**src/rtl/cv32e40x_pkg.sv**
```systemverilog
`default_nettype none
// +--------------------------------------------------------------------------+
// | Module : cv32e40x_pkg                                                    |
// | Brief  : Shared constants, types and helpers for the CLINT-lite block.   |
// | Rev    : 1.0                                                             |
// +--------------------------------------------------------------------------+
package cv32e40x_pkg;

  localparam int unsigned CSR_MSIX_BIT = 3;
  localparam int unsigned CSR_MTIX_BIT = 7;

  localparam logic [4:0] CLINT_MSIP_OFFSET        = 5'h00;
  localparam logic [4:0] CLINT_MTIMECMP_LO_OFFSET = 5'h08;
  localparam logic [4:0] CLINT_MTIMECMP_HI_OFFSET = 5'h0C;
  localparam logic [4:0] CLINT_MTIME_LO_OFFSET    = 5'h10;
  localparam logic [4:0] CLINT_MTIME_HI_OFFSET    = 5'h14;
  localparam logic [4:0] CLINT_PRESCALE_OFFSET    = 5'h18;

  typedef enum logic [2:0] {
    CLINT_REG_MSIP        = 3'd0,
    CLINT_REG_MTIMECMP_LO = 3'd1,
    CLINT_REG_MTIMECMP_HI = 3'd2,
    CLINT_REG_MTIME_LO    = 3'd3,
    CLINT_REG_MTIME_HI    = 3'd4,
    CLINT_REG_PRESCALE    = 3'd5,
    CLINT_REG_NONE        = 3'd7
  } clint_reg_e;

  typedef struct packed {
    logic mtimecmp_lo;
    logic mtimecmp_hi;
    logic mtime_lo;
    logic mtime_hi;
    logic prescale;
  } clint_timer_wr_t;

  // Misaligned addresses never match an offset, so they decode to NONE as well.
  function automatic clint_reg_e clint_decode(input logic [4:0] addr);
    clint_reg_e sel;
    case (addr)
      CLINT_MSIP_OFFSET:        sel = CLINT_REG_MSIP;
      CLINT_MTIMECMP_LO_OFFSET: sel = CLINT_REG_MTIMECMP_LO;
      CLINT_MTIMECMP_HI_OFFSET: sel = CLINT_REG_MTIMECMP_HI;
      CLINT_MTIME_LO_OFFSET:    sel = CLINT_REG_MTIME_LO;
      CLINT_MTIME_HI_OFFSET:    sel = CLINT_REG_MTIME_HI;
      CLINT_PRESCALE_OFFSET:    sel = CLINT_REG_PRESCALE;
      default:                  sel = CLINT_REG_NONE;
    endcase
    return sel;
  endfunction

  function automatic logic [31:0] clint_byte_mask(input logic [3:0] be);
    return {{8{be[3]}}, {8{be[2]}}, {8{be[1]}}, {8{be[0]}}};
  endfunction

endpackage
`default_nettype wire

```
**src/rtl/cv32e40x_clint_timer.sv**
```systemverilog
`default_nettype none
// +--------------------------------------------------------------------------+
// | Module : cv32e40x_clint_timer                                            |
// | Brief  : Prescaler, 64-bit mtime/mtimecmp with byte merge, timer irq.    |
// | Rev    : 1.0                                                             |
// +--------------------------------------------------------------------------+
module cv32e40x_clint_timer
  import cv32e40x_pkg::*;
#(
  parameter int unsigned PRESCALE_WIDTH = 16,
  parameter logic [63:0] MTIMECMP_RESET = 64'hFFFF_FFFF_FFFF_FFFF
) (
  input  logic                      clk,
  input  logic                      rst_n,
  input  clint_timer_wr_t           wr_i,
  input  logic [3:0]                be_i,
  input  logic [31:0]               wdata_i,
  output logic [63:0]               mtime_o,
  output logic [63:0]               mtimecmp_o,
  output logic [PRESCALE_WIDTH-1:0] prescale_o,
  output logic                      irq_timer_o
);

  logic [PRESCALE_WIDTH-1:0] r_pcnt;
  logic [PRESCALE_WIDTH-1:0] r_prescale;
  logic [PRESCALE_WIDTH-1:0] w_pcnt_d;
  logic [PRESCALE_WIDTH-1:0] w_prescale_d;
  logic [PRESCALE_WIDTH-1:0] w_prescale_mask;
  logic [63:0]               r_mtime;
  logic [63:0]               r_mtimecmp;
  logic [63:0]               w_mtime_inc;
  logic [63:0]               w_mtime_d;
  logic [63:0]               w_mtimecmp_d;
  logic [63:0]               w_mtime_mask;
  logic [63:0]               w_mtimecmp_mask;
  logic [63:0]               w_wdata64;
  logic [31:0]               w_mask;
  logic                      w_tick;
  logic                      r_irq_timer;

  assign w_mask    = clint_byte_mask(be_i);
  assign w_wdata64 = {wdata_i, wdata_i};

  assign w_mtime_mask    = {wr_i.mtime_hi    ? w_mask : 32'h0, wr_i.mtime_lo    ? w_mask : 32'h0};
  assign w_mtimecmp_mask = {wr_i.mtimecmp_hi ? w_mask : 32'h0, wr_i.mtimecmp_lo ? w_mask : 32'h0};
  assign w_prescale_mask = wr_i.prescale ? w_mask[PRESCALE_WIDTH-1:0] : '0;

  assign w_tick = (r_pcnt == r_prescale);

  // Unwritten bytes take the incremented value so a carry is never lost.
  assign w_mtime_inc  = r_mtime + {63'd0, w_tick};
  assign w_mtime_d    = (w_mtime_inc & ~w_mtime_mask) | (w_wdata64 & w_mtime_mask);
  assign w_mtimecmp_d = (r_mtimecmp & ~w_mtimecmp_mask) | (w_wdata64 & w_mtimecmp_mask);
  assign w_prescale_d = (r_prescale & ~w_prescale_mask)
                      | (wdata_i[PRESCALE_WIDTH-1:0] & w_prescale_mask);

  always_comb begin
    w_pcnt_d = r_pcnt + PRESCALE_WIDTH'(1);
    if (wr_i.prescale || w_tick) begin
      w_pcnt_d = '0;
    end
  end

  always_ff @(posedge clk or negedge rst_n) begin
    if (!rst_n) begin
      r_pcnt      <= '0;
      r_prescale  <= '0;
      r_mtime     <= '0;
      r_mtimecmp  <= MTIMECMP_RESET;
      r_irq_timer <= 1'b0;
    end else begin
      r_pcnt      <= w_pcnt_d;
      r_prescale  <= w_prescale_d;
      r_mtime     <= w_mtime_d;
      r_mtimecmp  <= w_mtimecmp_d;
      r_irq_timer <= (r_mtime >= r_mtimecmp);
    end
  end

  assign mtime_o     = r_mtime;
  assign mtimecmp_o  = r_mtimecmp;
  assign prescale_o  = r_prescale;
  assign irq_timer_o = r_irq_timer;

endmodule
`default_nettype wire

```
**src/rtl/cv32e40x_clint_lite.sv**
```systemverilog
`default_nettype none
// +--------------------------------------------------------------------------+
// | Module : cv32e40x_clint_lite                                             |
// | Brief  : Bus slave with msip and machine timer driving core irq lines.   |
// | Rev    : 1.0                                                             |
// +--------------------------------------------------------------------------+
module cv32e40x_clint_lite
  import cv32e40x_pkg::*;
#(
  parameter int unsigned PRESCALE_WIDTH = 16,
  parameter logic [63:0] MTIMECMP_RESET = 64'hFFFF_FFFF_FFFF_FFFF
) (
  input  logic        clk,
  input  logic        rst_n,
  input  logic        req_i,
  output logic        gnt_o,
  input  logic        we_i,
  input  logic [3:0]  be_i,
  input  logic [4:0]  addr_i,
  input  logic [31:0] wdata_i,
  output logic        rvalid_o,
  output logic [31:0] rdata_o,
  output logic        err_o,
  output logic [63:0] mtime_o,
  output logic [31:0] irq_o
);

  clint_reg_e                w_sel;
  clint_timer_wr_t           w_timer_wr;
  logic                      w_addr_err;
  logic                      w_wr_ok;
  logic                      w_rd_ok;
  logic                      w_msip_d;
  logic                      r_msip;
  logic [31:0]               w_rdata;
  logic [31:0]               w_prescale32;
  logic                      r_rvalid;
  logic                      r_err;
  logic [31:0]               r_rdata;
  logic [63:0]               w_mtime;
  logic [63:0]               w_mtimecmp;
  logic [PRESCALE_WIDTH-1:0] w_prescale;
  logic                      w_irq_timer;

  assign gnt_o      = req_i;
  assign w_sel      = clint_decode(addr_i);
  assign w_addr_err = (w_sel == CLINT_REG_NONE);
  assign w_wr_ok    = req_i & we_i & ~w_addr_err;
  assign w_rd_ok    = req_i & ~we_i & ~w_addr_err;

  always_comb begin
    w_timer_wr = '0;
    if (w_wr_ok) begin
      case (w_sel)
        CLINT_REG_MTIMECMP_LO: w_timer_wr.mtimecmp_lo = 1'b1;
        CLINT_REG_MTIMECMP_HI: w_timer_wr.mtimecmp_hi = 1'b1;
        CLINT_REG_MTIME_LO:    w_timer_wr.mtime_lo    = 1'b1;
        CLINT_REG_MTIME_HI:    w_timer_wr.mtime_hi    = 1'b1;
        CLINT_REG_PRESCALE:    w_timer_wr.prescale    = 1'b1;
        default:               w_timer_wr             = '0;
      endcase
    end
  end

  cv32e40x_clint_timer #(
    .PRESCALE_WIDTH (PRESCALE_WIDTH),
    .MTIMECMP_RESET (MTIMECMP_RESET)
  ) u_timer (
    .clk         (clk),
    .rst_n       (rst_n),
    .wr_i        (w_timer_wr),
    .be_i        (be_i),
    .wdata_i     (wdata_i),
    .mtime_o     (w_mtime),
    .mtimecmp_o  (w_mtimecmp),
    .prescale_o  (w_prescale),
    .irq_timer_o (w_irq_timer)
  );

  always_comb begin
    w_msip_d = r_msip;
    if (w_wr_ok && (w_sel == CLINT_REG_MSIP) && be_i[0]) begin
      w_msip_d = wdata_i[0];
    end
  end

  assign w_prescale32 = 32'(w_prescale);

  // Reads see the register values in front of the accepting edge.
  always_comb begin
    w_rdata = 32'h0;
    if (w_rd_ok) begin
      case (w_sel)
        CLINT_REG_MSIP:        w_rdata = {31'h0, r_msip};
        CLINT_REG_MTIMECMP_LO: w_rdata = w_mtimecmp[31:0];
        CLINT_REG_MTIMECMP_HI: w_rdata = w_mtimecmp[63:32];
        CLINT_REG_MTIME_LO:    w_rdata = w_mtime[31:0];
        CLINT_REG_MTIME_HI:    w_rdata = w_mtime[63:32];
        CLINT_REG_PRESCALE:    w_rdata = w_prescale32;
        default:               w_rdata = 32'h0;
      endcase
    end
  end

  always_ff @(posedge clk or negedge rst_n) begin
    if (!rst_n) begin
      r_msip   <= 1'b0;
      r_rvalid <= 1'b0;
      r_err    <= 1'b0;
      r_rdata  <= 32'h0;
    end else begin
      r_msip   <= w_msip_d;
      r_rvalid <= req_i;
      r_err    <= req_i & w_addr_err;
      r_rdata  <= w_rdata;
    end
  end

  assign rvalid_o = r_rvalid;
  assign err_o    = r_err;
  assign rdata_o  = r_rdata;
  assign mtime_o  = w_mtime;

  always_comb begin
    irq_o               = 32'h0;
    irq_o[CSR_MTIX_BIT] = w_irq_timer;
    irq_o[CSR_MSIX_BIT] = r_msip;
  end

endmodule
`default_nettype wire

```
**config.mk**
```make
export PLATFORM = sky130hd
export DESIGN_NAME = cv32e40x_clint_lite
export DESIGN_NICKNAME = d
export VERILOG_FILES = /design/src/rtl/cv32e40x_pkg.sv /design/src/rtl/cv32e40x_clint_timer.sv /design/src/rtl/cv32e40x_clint_lite.sv
export SDC_FILE = /design/constraint.sdc
export NUM_CORES = 1
export LEC_CHECK = 0
export CAP_MARGIN = 20
export CORE_AREA = 2 2 181 112
export CTS_CLUSTER_DIAMETER = 100
export CTS_CLUSTER_SIZE = 10
export DETAILED_ROUTE_END_ITERATION = 6
export DIE_AREA = 0 0 183 114
export DONT_BUFFER_PORTS = 1
export PLACE_DENSITY = 0.75
export SETUP_SLACK_MARGIN = 0.15
export SYNTH_ARGS = -nofsm -noshare
export SYNTH_HDL_FRONTEND = slang
export SYNTH_HIERARCHICAL = 1
export SYNTH_SLANG_ARGS = --single-unit
```
**constraint.sdc**
```tcl
create_clock -name clk -period 4.3 [get_ports clk]
set_clock_uncertainty 0.2 [all_clocks]
set_input_delay 0.43 -clock clk [delete_from_list [all_inputs] [get_ports clk]]
set_output_delay 0.43 -clock clk [all_outputs]
set_load 0.01 [all_outputs]
```
; ---- Word level (Yosys, flattened, before mapping)
; Cells that the tools add are included.
[word_totals]
regBits = 196
latchBits = 0
ramBits = 0
romBits = 0
input_bits = 45
elab_cells = 63
n_memories = 0
[op_classes]
n_addsub = 2
mul = 0
div_mod_pow = 0
magnitude_cmp = 1
eq_ne = 12
shifts = 0
mux = 15
bitwise_logic = 19
n_reduce_logical = 5
[ops]
columns = cell, n
row1 = $and A64 B64 Y64, 4
row2 = $pmux W32 S6, 1
row3 = $mux W32, 5
row4 = $not A64 Y64, 2
row5 = $or A64 B64 Y64, 2
row6 = $add A64 B1 Y64, 1
row7 = $ge A64 B64 Y1, 1
row8 = $and A16 B16 Y16, 2
row9 = $mux W16, 2
row10 = $pmux W3 S6, 1
row11 = $add A16 B1 Y16 const B, 1
row12 = $eq A16 B16 Y1, 1
row13 = $not A16 Y16, 1
row14 = $or A16 B16 Y16, 1
row15 = $eq A5 B5 Y1 const B, 3
row16 = $eq A5 B4 Y1 const B, 2
row17 = $eq A3 B3 Y1 const B, 3
row18 = $eq A3 B2 Y1 const B, 2
row19 = $and A1 B1 Y1, 5
row20 = $logic_not A5 Y1, 1
row21 = $mux W1, 5
row22 = $mux W5, 1
row23 = $eq A3 B1 Y1 const B, 1
row24 = $logic_not A3 Y1, 1
row25 = 3 further kinds, 5

; ---- Depth between registers and ports, before layout
; Gate-level depths: netlist of the first run.
[depth]
depth_word = 10
ltp_mapped = 16

; ---- Cells and area by module
; The synthesis of the first run kept the hierarchy.
[modules_own_cells]
columns = module, instances, cells_per_inst, area_per_inst_um2, seq_area_each_um2
row1 = cv32e40x_clint_timer, 1, 904, 9143.8, 4108.9
row2 = cv32e40x_clint_lite, 1, 226, 2160.8, 875.8

; ---- Worst setup path after synthesis of the first run
; Ideal clock, no wire load.
[synth_path]
kind = input to register
from = in addr_i[3]
to = reg u_timer.r_mtime[30], in the netlist u_timer/mtime_o[30]
setup_time_ps = 136
arrival_ps = 3174
t_required_ps = 3964
slack_ps = 790
cell_stages = 14
n_path_buf = 5
cell_sequence = clkbuf_1 > nand2_1 > o21ai_0 > nand2b_1 > ha_1 > or4b_1 > buf_2 > nor3_4 > buf_2 > and2_1 > and2_1 > buf_1 > clkbuf_1 > o21ai_0
[synth_rtl]
columns = item, line_no
row1 = from (decl), cv32e40x_clint_lite.sv:19  ; input logic [4:0] addr_i,
row2 = to (signal assigned), cv32e40x_clint_timer.sv:74  ; r_mtime <= w_mtime_d;
row3 = to (decl), cv32e40x_clint_timer.sv:29  ; logic [63:0] r_mtime;

; ---- Worst setup path after layout of the first run
[layout_path]
from = reg u_timer.r_pcnt[12]
to = reg u_timer.r_mtime[60], in the netlist u_timer/mtime_o[60]
[layout_via]
elab_chain_cells = 4
[layout_lines]
columns = item, line_no
row1 = from (decl), cv32e40x_clint_timer.sv:24  ; logic [PRESCALE_WIDTH-1:0] r_pcnt;
row2 = from (signal assigned), cv32e40x_clint_timer.sv:72  ; r_pcnt <= w_pcnt_d;
row3 = $eq A16 B16 Y1, cv32e40x_clint_timer.sv:48  ; assign w_tick = (r_pcnt == r_prescale);
row4 = $add A64 B1 Y64, cv32e40x_clint_timer.sv:51  ; assign w_mtime_inc = r_mtime + {63'd0, w_tick};
row5 = $and A64 B64 Y64, cv32e40x_clint_timer.sv:52  ; assign w_mtime_d = (w_mtime_inc & ~w_mtime_mask) | (w_wdata64 & w_mtime_mask);
row6 = $or A64 B64 Y64, cv32e40x_clint_timer.sv:52
row7 = via u_timer.w_mtime_d[60], cv32e40x_clint_timer.sv:32  ; logic [63:0] w_mtime_d;
; The timed path passes the listed nets, and every way through them passes these cells.
; A chain may end at the register's enable or synchronous reset.

==> metrics.cfg, run 1 <==
[critical_path]
critPathArrivalTime_ns=3.93
cp_max_fo=13
critPathKind=register to register
crit_start=u_timer/r_pcnt[12]
required_ns=4.40
endpoint_kind=register
start_kind=register
worstReg2RegStart=u_timer/r_pcnt[12]

[die]
start_util=0.5822
fp.dieW_um=183
die_y_um=114
core_um2=19420
rows=40
io_pins=176
dieArea_um2=20860

[detailed_routing]
route.met3.wl_mm=3.845
vias=9047
first_iter_violations=1231
dr_wl_met2_mm=13.65
ant_nets=0
m1WireLength_mm=15.17
wl_mm=32.96
wl_per_cell_um=23.26
dr.pass1.iters=7
highest_layer=met4
drc=13
viasPerCell=6.385

[timing]
holdWs_ns=-0.5130
finalCriticalPeriod_ns=3.836
hold_viol_final=196
maxSlewHeadroom=0.3640
setup_viol_count_final=0
final_max_slew_viol_count=0
max_clock_freq_mhz=260.7
tightest_slew_ns=0.9299
setup_tns_ns=0
finalCritPeriodShare=0.8922
rsz0062_at_grt=no

[final_layout]
layout-drive-gt1-share=0.1794
area_growth_pct=8.998
nNetsFinal=1266
final_cells=1417
fillers=1563
antennaDiodeCount=0

[global_routing]
grt_antenna_before_repair=0
grtUsageTotal=0.3197
grt_max_degree=197
grt_pass1_wl_mm=50.23
grt_pass1_vias=8597
grt.overflow.total=0

[placement]
dp_hpwl_mm=23.20
numPortBuffers=0
dp_cells=1351
place.gp.congestion=0.8927

[power]
ir_drop_mv=0.3109
powerDensity_nw_per_um2=439.3
p_leak_nw=4.826

[cts]
cts_tree=done
clk_pin_slew_worst_paths_ns=0.07
clockBufferDepth=2
clkLatencyLatePin_ns=0.44
cts.sinks=196
root_buffer=clkbuf_16
ctsHtreeMaxLevel=4
ctsHoldBuffers=34
cts_inserted_buffers=17
cts_setup_buffers=0
cts_resized=0

[yosys]
synth_ff_type=dfrtp_1
synth_area_um2=11300
yosysMostFrequentCell=dfrtp_1
yosysSeqAreaShare=0.4410
async_reset_ff_frac=1.000
synth_top_area_cell=dfrtp_1
netlist_instances=1130
synth_edf_count=0
synth_common_cells=dfrtp_1, nand2_1, a21oi_1
synth_top_area_frac=0.2922
avgSynthCellArea_um2=10.00
ys_ff_latch=196
yosysWarnings=6
yosys-top-cells-area=dfrtp_1, dfstp_2, mux2_2
ys_types=57

[outcome]
violations=design-rule violations, negative hold slack
status=complete, but fails checks

[hold_path]
hp-class=input port to asynchronous set/reset pin

[run]
maxCapViolCount=0

-- kinds of logic after synthesis --
| family | Yosys count | synth area share |
|---|---|---|
| other | 1 | 0.0003317 |
| multiplexers | 84 | 0.08367 |
| adder cells (fa/ha/maj) | 69 | 0.07637 |
| buffers and inverters | 146 | 0.06276 |
| XOR/XNOR | 93 | 0.07205 |
| AO/OA/AOI/OAI | 200 | 0.1127 |
| flip-flops | 196 | 0.4410 |
| AND/OR/NAND/NOR | 341 | 0.1512 |
-- per-layer routing --
metal  GRT usage  vias up
met5           0        -
met4     0.07787        0
met3     0.08046       27
met2      0.4475      537
met1      0.4933     4471
li1            -     4012
-- through the flow --
step	hold WS (ns)	cell area (um2)	setup WS, ns	power [mW]	utilization
after floorplan	-0.06559	11410	0.7902	3.323	-
after detailed placement	-0.05831	11400	0.5477	3.740	0.5872
after CTS	-0.5328	12320	0.5840	5.379	0.6345
after global routing	-0.5357	12320	0.3204	5.661	0.6345
after global placement	-0.05841	11400	0.6418	3.686	0.5872
final	-0.5130	12320	0.4635	5.413	0.6345
-- report_power, final --
group          internal, mW  switching (mW)  total [mW]
clock                 0.843           0.750        1.59
sequential             2.05           0.586        2.63
combinational         0.505           0.681        1.19
total                  3.40            2.02        5.41
-- worst max-delay path, cell delays in order (launching register included) --
cell     delay (ns)
dfrtp_1        0.45
xnor2_1        0.21
nand4_1        0.11
nor4_1         0.30
buf_4          0.18
ha_1           0.18
ha_1           0.23
nand2_1        0.20
nor3_2         0.22
buf_4          0.23
nand4_2        0.43
nor4_1         0.50
xnor2_1        0.17
a21oi_1        0.08
-- final timing paths --
| path | slack, ns | depth (start not counted) | endpoint |
|---|---|---|---|
| worst min register to register | 0.36 | 1 | u_timer/r_pcnt[0] |
| worst min-delay path | -0.51 | 0 | rdata_o[2] |
| worst max register to register | 0.46 | 13 | u_timer/mtime_o[60] |
| min in group clk | 0.02 | 2 | err_o |
| worst max-delay path | 0.46 | 13 | u_timer/mtime_o[60] |
| max in group asynchronous | 4.07 | 0 | asynchronous set/reset pin |
-- area by class of cell --
| type | instances | area [um2] | share of cell area |
|---|---|---|---|
| clock inverter | 12 | 121.4 | 0.009850 |
| tap | 252 | 315.3 | 0.02559 |
| timing repair buffer | 45 | 422.9 | 0.03432 |
| sequential | 196 | 4985 | 0.4045 |
| clock buffer | 20 | 456.7 | 0.03706 |
| multi-input combinational | 817 | 5739 | 0.4658 |
| inverter | 75 | 281.5 | 0.02285 |
-- placed cells by master, fill, tap and decap left out, types with 11 or more instances in the layout --
cell | Yosys | routed
dfrtp_1 | 132 | 132
nand2_1 | 108 | 108
a21oi_1 | 86 | 86
mux2_2 | 84 | 84
nor2_1 | 83 | 82
inv_1 | 75 | 75
ha_1 | 69 | 69
dfstp_2 | 64 | 64
xnor2_1 | 61 | 61
o21ai_0 | 42 | 42
nand3_1 | 37 | 37
nand4_1 | 36 | 36
dlygate4sd3_1 | 0 | 34
xor2_1 | 32 | 32
a222oi_1 | 31 | 31
conb_1 | 1 | 30
nor3_1 | 20 | 20
clkbuf_16 | 0 | 17
a22oi_1 | 15 | 15
buf_4 | 36 | 11
Power figures use the tool's default switching activity.
==> run 2, diff against run 1 <==
--- a/config.mk
+++ b/config.mk
@@ -6,12 +6,13 @@
 export NUM_CORES = 1
 export LEC_CHECK = 0
 export CAP_MARGIN = 20
-export CORE_AREA = 2 2 181 112
+export CORE_AREA = 3 3 108 188
 export CTS_CLUSTER_DIAMETER = 100
 export CTS_CLUSTER_SIZE = 10
 export DETAILED_ROUTE_END_ITERATION = 6
-export DIE_AREA = 0 0 183 114
+export DIE_AREA = 0 0 111 191
 export DONT_BUFFER_PORTS = 1
+export MAX_ROUTING_LAYER = met4
 export PLACE_DENSITY = 0.75
 export SETUP_SLACK_MARGIN = 0.15
 export SYNTH_ARGS = -nofsm -noshare
==> run 2 against run 1 <==
Net effect:
- the flow still finishes with violations (design-rule violations, negative hold slack)
- register-to-register slack better by 0.25 ns
- total power barely moved
- first-iteration DRC count shrank 38%
- hold slack got worse by 0.014 ns
- cell area rose by 0.26%
- sequential cell count stayed put
- worst setup slack better by 0.25 ns
- wire length decreased by 1.6%
- fmax up 7.1%
- sequential share of layout area fell by 0.11 points
==> metrics.cfg, run 2 (synthesis gave the netlist of run 1 again) <==
[power]
power_frac_seq=0.488
ir_drop_mv=0.3386
combPwrFrac=0.211
switching_power_mw=1.984
clockPowerShare=0.301
p_leak_nw=4.853
power.total_mw=5.410
swShare=0.3668
powerDensity_nw_per_um2=437.9
internal_power_mw=3.426

[timing]
holdWs_ns=-0.5274
rsz0062_at_grt=no
setup_tns_ns=0
setup_viol_count_final=0
finalCriticalPeriod_ns=3.582
maxSlewHeadroom=0.4839
final_max_slew_viol_count=0
max_clock_freq_mhz=279.2
tightest_slew_ns=0.7733
finalCritPeriodShare=0.8331
hold_viol_final=196

[critical_path]
critPathArrivalTime_ns=3.71
required_ns=4.43
timing.rr.end=u_timer/mtime_o[50]
worstReg2RegStart=u_timer/r_pcnt[12]
endpoint_kind=register
r2r_slack_ns=0.72
critPathKind=register to register
start_kind=register
crit_start=u_timer/r_pcnt[12]
reg2reg_depth=12
crit_end=u_timer/mtime_o[50]
cp_max_fo=13

[global_routing]
grt_pass1_wl_mm=50.49
grt.overflow.total=0
grt_antenna_before_repair=1
grt_pass1_vias=9094
grt_max_degree=197
grtUsageTotal=0.3170

[detailed_routing]
drc=2
dr.pass1.iters=7
wl_per_cell_um=23.00
ant_nets=0
viasPerCell=6.264
vias=8838
wl_mm=32.45
first_iter_violations=767

[cts]
ctsHtreeMaxLevel=4
cts_inserted_buffers=17
ctsHoldBuffers=34
cts.sinks=196
clkLatencyLatePin_ns=0.45
cts_setup_buffers=0
root_buffer=clkbuf_16
clockBufferDepth=2
clk_pin_slew_worst_paths_ns=0.07
cts_tree=done
cts_resized=0

[final_layout]
final_cell_mix=dfrtp_1, nand2_1, a21oi_1
final_common_cell=dfrtp_1
area_growth_pct=9.286
nNetsFinal=1270
layout-drive-gt1-share=0.1822

[placement]
dp_hpwl_mm=23.36
place.gp.congestion=0.9005
numPortBuffers=0

[hold_path]
hp-class=input port to asynchronous set/reset pin

[die]
core_um2=19030
rows=67
dieArea_um2=21200
io_pins=176
start_util=0.5941
die_y_um=191
fp.dieW_um=111

[outcome]
violations=design-rule violations, negative hold slack
status=complete, but fails checks

[run]
maxCapViolCount=0

## run 2: metrics by stage
step,cells,util,instance area (um2),setup WS (ns)
6_report,1411,0.6492,12350,0.7177
5_1_grt,1411,0.6492,12350,0.5143
3_3_place_gp,1344,0.6001,11420,0.8258
2_1_floorplan,1159,-,11410,0.7902
3_5_place_dp,1344,0.6001,11420,0.7204
4_1_cts,1410,0.6491,12350,0.7018
## run 2: how the worst min path moves through the flow
| stage | endpoint | cells past startpoint |
|---|---|---|
| final | rdata_o[19] | 0 |
| after global placement | rdata_o[19] | 0 |
| after CTS | rdata_o[19] | 0 |
| after floorplan | err_o | 0 |
| after detailed placement | rdata_o[19] | 0 |
| after global routing | rdata_o[19] | 0 |
## run 2: critical path, cell delays in order, from the launching register on
cell	delay, ns
dfrtp_1	0.45
xnor2_1	0.34
nand4_1	0.13
nor4_1	0.27
buf_4	0.16
ha_1	0.16
ha_1	0.21
nand2_1	0.12
nor3_2	0.28
nand4_2	0.41
nor4_1	0.47
xnor2_1	0.16
a21oi_1	0.09
## run 2: area by class of cell
class,instances,area (um2)
antenna,1,2.502
clock buffer,18,429.2
clock inverter,14,162.7
fill,1551,6675
inverter,75,281.5
multi-input combinational,817,5739
sequential,196,4985
tap,241,301.5
timing repair buffer,49,452.9
## run 2: power by group through the flow
stage          clock network, mW  registers (mW)  logic, mW
6_report                    1.63            2.64       1.14
4_1_cts                     1.66            2.64       1.13
3_3_place_gp                   0            2.67       1.02
3_5_place_dp                   0            2.67       1.06
5_1_grt                     1.73            2.68       1.28
2_1_floorplan                  0            2.48      0.842
## run 2: routing by layer
metal  vias up  track usage  wire length, um
met2       352       0.5606            17340
met5         -            -                0
met1      4367       0.3292            11740
met3       110      0.05543             1645
li1       4009            -                -
met4         0       0.1868             1722
